File: src/rtl/adder_pkg.sv
// Shared definitions for the pipelined segment adder: mode encodings and
// segment-geometry helpers used at elaboration time.
package adder_pkg;

  localparam logic ADD = 1'b0;
  localparam logic SUB = 1'b1;

  // Width of one carry-chained segment; guarded so a bad SEGS cannot divide by zero.
  function automatic int unsigned seg_width(input int unsigned width, input int unsigned segs);
    if (segs == 0) begin
      return width;
    end
    return width / segs;
  endfunction

  function automatic bit cfg_ok(input int unsigned width, input int unsigned segs);
    return (segs >= 1) && (segs <= width) && ((width % segs) == 0);
  endfunction

endpackage

File: src/rtl/adder_segment.sv
// One SEG_W-bit slice of the carry chain. Purely combinational; the parent
// stage registers sum and carry.
module adder_segment #(
  parameter int unsigned SEG_W = 8
) (
  input  logic [SEG_W-1:0] i_a,
  input  logic [SEG_W-1:0] i_b,
  input  logic             i_cin,
  output logic [SEG_W-1:0] o_sum,
  output logic             o_cout,
  output logic             o_cin_msb
);

  localparam int unsigned EXT_W = SEG_W + 1;

  logic [SEG_W:0] full_c;

  always_comb begin
    full_c    = {1'b0, i_a} + {1'b0, i_b} + EXT_W'(i_cin);
    o_sum     = full_c[SEG_W-1:0];
    o_cout    = full_c[SEG_W];
    // Carry into the top bit is recovered from the top sum bit and its operands.
    o_cin_msb = full_c[SEG_W-1] ^ i_a[SEG_W-1] ^ i_b[SEG_W-1];
  end

endmodule

File: src/rtl/pipelined_segment_adder.sv
// Valid/ready pipelined adder/subtractor: one SEG_W-bit segment per stage,
// operands skewed into the pipe and partial sums de-skewed on the way out.
module pipelined_segment_adder
  import adder_pkg::*;
#(
  parameter int unsigned WIDTH = 32,
  parameter int unsigned SEGS  = 4
) (
  input  logic             i_clk,
  input  logic             i_rst,
  input  logic             i_valid,
  output logic             o_ready,
  input  logic [WIDTH-1:0] i_a,
  input  logic [WIDTH-1:0] i_b,
  input  logic             i_cin,
  input  logic             i_sub,
  output logic             o_valid,
  input  logic             i_ready,
  output logic [WIDTH-1:0] o_sum,
  output logic             o_cout,
  output logic             o_ovf,
  output logic             o_zero
);

  localparam int unsigned SEG_W = seg_width(WIDTH, SEGS);

  if (!cfg_ok(WIDTH, SEGS)) begin : g_cfg_check
    $error("pipelined_segment_adder: WIDTH must be a multiple of SEGS with 1 <= SEGS <= WIDTH");
  end

  logic             adv_c;
  logic [WIDTH-1:0] b_in_c;
  logic             cin0_c;

  logic [SEG_W-1:0] seg_a    [SEGS];
  logic [SEG_W-1:0] seg_b    [SEGS];
  logic             seg_cin  [SEGS];
  logic [SEG_W-1:0] seg_sum  [SEGS];
  logic             seg_cout [SEGS];
  logic             seg_cmsb [SEGS];

  logic             vld_d  [SEGS];
  logic             vld_q  [SEGS];
  logic             cy_d   [SEGS];
  logic             cy_q   [SEGS];
  logic             ovf_d  [SEGS];
  logic             ovf_q  [SEGS];
  logic             zero_d [SEGS];
  logic             zero_q [SEGS];
  logic [WIDTH-1:0] sum_d  [SEGS];
  logic [WIDTH-1:0] sum_q  [SEGS];
  logic [WIDTH-1:0] a_d    [SEGS];
  logic [WIDTH-1:0] a_q    [SEGS];
  logic [WIDTH-1:0] b_d    [SEGS];
  logic [WIDTH-1:0] b_q    [SEGS];

  // Whole pipe moves together; a stalled output freezes every stage.
  always_comb begin
    adv_c  = ~vld_q[SEGS-1] | i_ready;
    b_in_c = (i_sub == SUB) ? ~i_b : i_b;
    cin0_c = (i_sub == ADD) ? i_cin : 1'b1;
  end

  // Segment operands: stage 0 from the ports, later stages from the skew registers.
  always_comb begin
    for (int unsigned k = 0; k < SEGS; k++) begin
      seg_a[k]   = '0;
      seg_b[k]   = '0;
      seg_cin[k] = 1'b0;
    end
    seg_a[0]   = i_a[SEG_W-1:0];
    seg_b[0]   = b_in_c[SEG_W-1:0];
    seg_cin[0] = cin0_c;
    for (int unsigned k = 1; k < SEGS; k++) begin
      seg_a[k]   = a_q[k-1][k*SEG_W +: SEG_W];
      seg_b[k]   = b_q[k-1][k*SEG_W +: SEG_W];
      seg_cin[k] = cy_q[k-1];
    end
  end

  for (genvar k = 0; k < SEGS; k++) begin : g_seg
    adder_segment #(
      .SEG_W (SEG_W)
    ) u_seg (
      .i_a       (seg_a[k]),
      .i_b       (seg_b[k]),
      .i_cin     (seg_cin[k]),
      .o_sum     (seg_sum[k]),
      .o_cout    (seg_cout[k]),
      .o_cin_msb (seg_cmsb[k])
    );
  end

  // Next-state for every stage; lower sums ride along so the last stage holds all bits.
  always_comb begin
    for (int unsigned k = 0; k < SEGS; k++) begin
      vld_d[k] = 1'b0;
      a_d[k]   = '0;
      b_d[k]   = '0;
      sum_d[k] = '0;
    end
    vld_d[0]            = i_valid;
    a_d[0]              = i_a;
    b_d[0]              = b_in_c;
    sum_d[0][SEG_W-1:0] = seg_sum[0];
    for (int unsigned k = 1; k < SEGS; k++) begin
      vld_d[k]                   = vld_q[k-1];
      a_d[k]                     = a_q[k-1];
      b_d[k]                     = b_q[k-1];
      sum_d[k]                   = sum_q[k-1];
      sum_d[k][k*SEG_W +: SEG_W] = seg_sum[k];
    end
    for (int unsigned k = 0; k < SEGS; k++) begin
      cy_d[k]   = seg_cout[k];
      ovf_d[k]  = seg_cout[k] ^ seg_cmsb[k];
      zero_d[k] = ~|sum_d[k];
    end
  end

  always_ff @(posedge i_clk) begin
    if (i_rst) begin
      for (int unsigned k = 0; k < SEGS; k++) begin
        vld_q[k]  <= 1'b0;
        cy_q[k]   <= 1'b0;
        ovf_q[k]  <= 1'b0;
        zero_q[k] <= 1'b0;
        sum_q[k]  <= '0;
        a_q[k]    <= '0;
        b_q[k]    <= '0;
      end
    end else if (adv_c) begin
      for (int unsigned k = 0; k < SEGS; k++) begin
        vld_q[k]  <= vld_d[k];
        cy_q[k]   <= cy_d[k];
        ovf_q[k]  <= ovf_d[k];
        zero_q[k] <= zero_d[k];
        sum_q[k]  <= sum_d[k];
        a_q[k]    <= a_d[k];
        b_q[k]    <= b_d[k];
      end
    end
  end

  always_comb begin
    o_ready = adv_c;
    o_valid = vld_q[SEGS-1];
    o_sum   = sum_q[SEGS-1];
    o_cout  = cy_q[SEGS-1];
    o_ovf   = ovf_q[SEGS-1];
    o_zero  = zero_q[SEGS-1];
  end

endmodule

File: config.mk
export PLATFORM = sky130hd
export DESIGN_NAME = pipelined_segment_adder
export DESIGN_NICKNAME = d
export VERILOG_FILES = /design/src/rtl/adder_pkg.sv /design/src/rtl/adder_segment.sv /design/src/rtl/pipelined_segment_adder.sv
export SDC_FILE = /design/constraint.sdc
export NUM_CORES = 1
export LEC_CHECK = 0
export CAP_MARGIN = 20
export CORE_MARGIN = 2
export CORE_UTILIZATION = 56
export CTS_CLUSTER_DIAMETER = 200
export CTS_CLUSTER_SIZE = 24
export DETAILED_ROUTE_END_ITERATION = 10
export GPL_ROUTABILITY_DRIVEN = 0
export HOLD_SLACK_MARGIN = 0.12
export PLACE_DENSITY_LB_ADDON = 0.2
export SYNTH_ARGS = -nofsm -noshare
export SYNTH_HDL_FRONTEND = slang
export SYNTH_SLANG_ARGS = --single-unit
File: constraint.sdc
create_clock -name i_clk -period 4.15 [get_ports i_clk]
set_input_delay 1.0375 -clock i_clk [delete_from_list [all_inputs] [get_ports i_clk]]
set_output_delay 1.0375 -clock i_clk [all_outputs]
set_load 0.05 [all_outputs]
### After elaboration in Yosys (flattened, before gate mapping)

Memories as Yosys holds them, arrays and structs flattened.
Index checks and enable logic that the tools add are counted.
Widths: inputs -> output; s select.

* RAM bits: 400
* memories: 7
* logic and storage cells: 101
* register bits: 0

* add/subtract/negate cells: 8
* muxes and demuxes: 35
* bitwise operators: 43
* reductions and logical operators: 8

Memories
* a_q: words 4, width 32, rd ports 3, clocked after memory_dff 0, write ports 4, line pipelined_segment_adder.sv:53 `logic [WIDTH-1:0] a_q [SEGS];`
* b_q: words 4, width 32, rd ports 3, clocked after memory_dff 0, write ports 4, line pipelined_segment_adder.sv:55 `logic [WIDTH-1:0] b_q [SEGS];`
* sum_q: words 4, width 32, rd ports 4, clocked after memory_dff 0, write ports 4, line pipelined_segment_adder.sv:51 `logic [WIDTH-1:0] sum_q [SEGS];`
* cy_q: words 4, width 1, rd ports 4, clocked after memory_dff 0, write ports 4, line pipelined_segment_adder.sv:45 `logic cy_q [SEGS];`
* ovf_q: words 4, width 1, rd ports 1, clocked after memory_dff 0, write ports 4, line pipelined_segment_adder.sv:47 `logic ovf_q [SEGS];`
* vld_q: words 4, width 1, rd ports 4, clocked after memory_dff 0, write ports 4, line pipelined_segment_adder.sv:43 `logic vld_q [SEGS];`
* +1 memories

Operator list (number)
* $mux 32: 13
* $reduce_or 32->1: 3
* $add 8x8->9: 4
* $add 9x1->9: 4
* $not 32->32: 1
* $or 1x1->1: 29
* $mux 1: 22
* $xor 1x1->1: 12
* $reduce_or 8->1: 1
* $logic_not 1->1: 4
* $not 1->1: 1

### Depth between registers and ports, before layout

Gate-level depths: netlist of the first run.

* word-level depth: 8
* mapped depth: 11
* gate-level depth less buffers: 10

### Hierarchy

From an unflattened synthesis of the first run, not the netlist that was laid out.

* cell total of the unflattened synthesis: 624
* area, all modules: 8967.4 um^2

By module, submodules not included
* pipelined_segment_adder: area an instance 7484.7 um^2, cells each 446, instances 1, sequential area each 5585.4 um^2
* adder_segment (g_seg[0].u_seg ...): area an instance 376.6 um^2, cells each 44, instances 3, sequential area each 0.0 um^2
* adder_segment (g_seg[3].u_seg): area an instance 352.8 um^2, cells each 46, instances 1, sequential area each 0.0 um^2

### Worst setup path after synthesis of the first run

OpenSTA, ideal clock, no wires.

* path type: input-to-reg
* start: in i_ready
* end: mem a_q[0][10] (enable)
* data required time: 3.682 ns
* slack: -0.198 ns
* path buffers: 0
* arrival time: 3.879 ns
* cell stages on the path: 2
* cell sequence: nand2b_1 > or2_2

RTL lines
* start: declaration: line pipelined_segment_adder.sv:18 `input logic i_ready,`
* end: declaration: line pipelined_segment_adder.sv:53

### Final worst setup path of the first run

* start: in i_ready
* end: out o_ready

* cells in the longest elaborated chain, start to end: 1

Ends and longest elaborated chain
* $or 1x1->1: line pipelined_segment_adder.sv:59 `adv_c = ~vld_q[SEGS-1] | i_ready;`
* end: declaration: line pipelined_segment_adder.sv:12 `output logic o_ready,`

Every way passes these cells.

==> metrics.md, run 1 <==
| Metric | Value |
|---|---|
| Status | finished clean |
| P_leak | approximately 4.3 nW |
| HP Class | reg -> reg |
| Area grow syn2layout | 22.7% |
| Diode count | 0 |
| Synth Area in Compound Gates | slightly below 4% |
| Worst Setup End Kind | output port |
| DR DRC count | 0 |
| Met3 usage | between 4 and 5% |
| Hold buffers post-CTS | 0 |
| Post-CTS setup buffer count | 0 |
| Initial antenna violation count | 0 |
| CP Launch Type | primary input |
| Root buffer cell | clkbuf_16 |
| Ys flop type | edfxtp_1 |
| Die Y | 126 µm |
| Ys async rst share | 0% |
| Initial Utilization | 57.6% |
| Crit path cell chain | clkdlybuf4s50_1 > nand2b_1 > clkdlybuf4s50_1 |
| Core ar. | between 10000 and 15000 µm² |
| Setup violations, final | 0 |
| Top cells by count, synth | 186 x edfxtp_1, 130 x and2_1, 56 x nor2_1 |
| Synth warnings | 0 |
| CTS tree | done |
| Setup Crit Path Kind | in -> out |
| Worst-path clk slew | approximately 0.070 ns |
| CP Launch Point | i_ready |
| GR met2 Demand/Resource | 32.1% |
| XOR/XNOR share of the synthesized area | about 5% |
| Slowest library cell on the worst path | clkdlybuf4s50_1 |
| Power density over cell area | 431 nW/µm² |
| Later-pin clock latency in the skew report | between 0.4 and 0.5 ns |
| #FFs+latches synth | about 190 |
| GR Util met1 | about 20% |
| Top Usage Layer GRT | met2 |
| Drt first-iter violations | 274 |
| Slew HR | 53.6% |
| Post-Place Cell Area | a little under 10000 µm² |
| Post-synth EDFFs | about 190 |
| Top cell type's share of synthesized area | 66.5% |
| Worst r2r src | a_q[0][88] |
| Rows | 44 |
| Wire per inst | about 15 µm |
| Cell taking the most area after synthesis | edfxtp_1 |
| Fin Clk Skew | around 0.0070 ns |
| Mean Syn Cell Area | roughly 14 µm² |
| Longest Clk Path Bufs | 2 |
| Vias | 4723 |
| CP arrival | 2.50 ns |
| Worst slew pin tran | 0.696 ns |
| Critical path's most frequent cell | clkdlybuf4s50_1 |
| Drt total wl | approximately 14000 µm |
| Max Fclk | between 200 and 300 MHz |
| GR Overflow Total | 0 |
| Vias per inst | around 5.2 |
| Global-route wire length before repair | 22100 µm |
| Vias in the first global route | roughly 4700 |
| Final Hold Vio Count | 0 |
| Final min period | approximately 3.5 ns |
| DR pass1 iterations | 4 |
| Synthesized instance count | just over 600 |
| MaxCap Viol Count | 0 |
| Max Transition Viols Final | 0 |
| Die Width | 126 µm |
| Die area | ~16000 µm² |
| Pin count of the biggest net entering global routing | 52 |
| Antenna viol nets, final | 0 |
| Synth Area in Adders | 6.08% |
| IO Pins | between 100 and 150 |
| Fin crit share | a little under nine tenths |
| Final worst slack | 0.612 ns |
| Post-Route Setup TNS | 0 ns |
| Synth area leaders | edfxtp_1 66%, and2_1 9.7%, ha_1 4.2%, xnor2_1 3.8%, nor2_1 2.5% |
| Cell family with most CP delay | buffers and inverters |
| Synth Area in Simple Gates | between 15 and 20% |
| Nets@finish | slightly above 800 |
| Synth cell types | 43 |
| Hold path startpoint | sum_q[1][0] |
| DP HPWL | 9170 µm |
| CP bufs+invs | 2 |
| Clk sinks | roughly 190 |
| I/O Buffers | 106 |
| Top-count cell post-synth | edfxtp_1 |
| Total CTS buffers | 17 |
| WP data required | about 3.1 ns |
| # H-tree levels | 4 |
| Crit Path Max Fanout | 4 |
| Post-CTS sizing | 0 |
| Largest family of logic cells by synthesized area | simple AND/OR/NAND/NOR gates |
| Largest stage delay on the critical path | 0.83 ns |
| Mux contribution to synthesized area | less than 1% |
| Maximum VDD drop | roughly 0.00026 V |
| Post-route cell area | ~10000 µm² |
| Synthesized Nets | 711 |
| Total Routing Usage GR | 17.9% |
| Post-Syn Area | 8400 µm² |
| Place WS | about 0.59 ns |
| RSZ-0062 raised after global routing | no |
| Share of layout cells above drive strength 1 | between 7 and 8% |
| Sequential element share of the synthesized area | approximately two thirds |
## state kept, by name, indices dropped and copies added (netlist names)
signal,cells
vld_q,4
a_q,48
zero_q,1
sum_q,80
cy_q,4
b_q,48
ovf_q,1
## per-layer routing
| metal | share of wire (%) | wire [µm] |
|---|---|---|
| met1 | 40 | 5580 |
| met2 | 53 | 7410 |
| met3 | 4.1 | 568 |
| met4 | 2.2 | 307 |
| met5 | 0 | 0 |
## cell usage in the layout (no fill, tap or decap), types with 6 or more instances in the layout
cell,netlist,layout
nand2_1,9,9
clkbuf_16,0,17
edfxtp_1,186,186
and2_1,130,130
clkdlybuf4s50_1,0,105
nor3_1,20,20
fa_1,8,8
buf_4,0,8
xnor2_1,36,36
ha_1,28,28
o21a_1,8,8
xor2_1,10,10
a21oi_1,7,7
nor2b_1,6,6
inv_1,23,23
nor2_1,56,56
## per-stage QoR
step | power, W | instances | utilization, % | hold slack, ns
3_3_place_gp | 0.00279 | 881 | 66.5 | 0.501
3_5_place_dp | 0.00281 | 881 | 66.5 | 0.503
6_report | 0.00444 | 913 | 70.6 | 0.514
4_1_cts | 0.00447 | 913 | 70.6 | 0.518
2_1_floorplan | 0.00262 | 605 | - | 0.497
5_1_grt | 0.00459 | 913 | 70.6 | 0.532
## where the power goes
part | internal [W] | switching, W
logic | 0.000239 | 0.000275
clock network | 0.00100 | 0.000665
registers | 0.00222 | 0.0000426
## final timing paths
check           endpoint  slack, ns  depth (start not counted)
min reg2reg  sum_q[2][0]       0.51                          1
min          sum_q[2][0]       0.51                          1
max reg2reg     ovf_q[3]       1.77                          9
max              o_ready       0.61                          3
## cell type report
| class | count | area (µm²) |
|---|---|---|
| flip-flops and latches | 186 | 5590 |
| fillers | 969 | 4280 |
| multi-input cells | 372 | 2640 |
| repair buffers | 116 | 1160 |
| clock buffers | 19 | 433 |
| well taps | 184 | 230 |
| clock inverters | 13 | 176 |
| inverters | 23 | 86.3 |
## cells by family (layout without fill, tap and decap cells)
kind of cell | Yosys count | count (layout)
and+or+nand+nor | 245 | 245
DFF | 186 | 186
xor gates and xnor gates | 47 | 47
buffers and inverters | 47 | 171
AOI/OAI and AO/OA | 41 | 41
adders and majority gates | 36 | 36
muxes | 3 | 3
## worst reg2reg max path, delay by kind of cell (launching register included)
kind | cells | cell delay [ns]
AOI/OAI and AO/OA | 2 | 0.41
adders and majority gates | 2 | 0.71
DFF | 1 | 0.40
and+or+nand+nor | 2 | 0.14
xor gates and xnor gates | 2 | 0.36
buffers and inverters | 1 | 0.10
Note: power is estimated with default switching activity, not from simulation.
==> run 2, diff against run 1 <==
CTS_CLUSTER_DIAMETER = 30   (was 200)
CTS_CLUSTER_SIZE = default   (was 24)
==> results of run 2 <==
Final layout, timing and power as in run 1 (identical DEF).
==> run 3, diff against run 2 <==
CAP_MARGIN = default   (was 20)
==> results of run 3 <==
Final layout, timing and power as in run 1 (identical DEF).
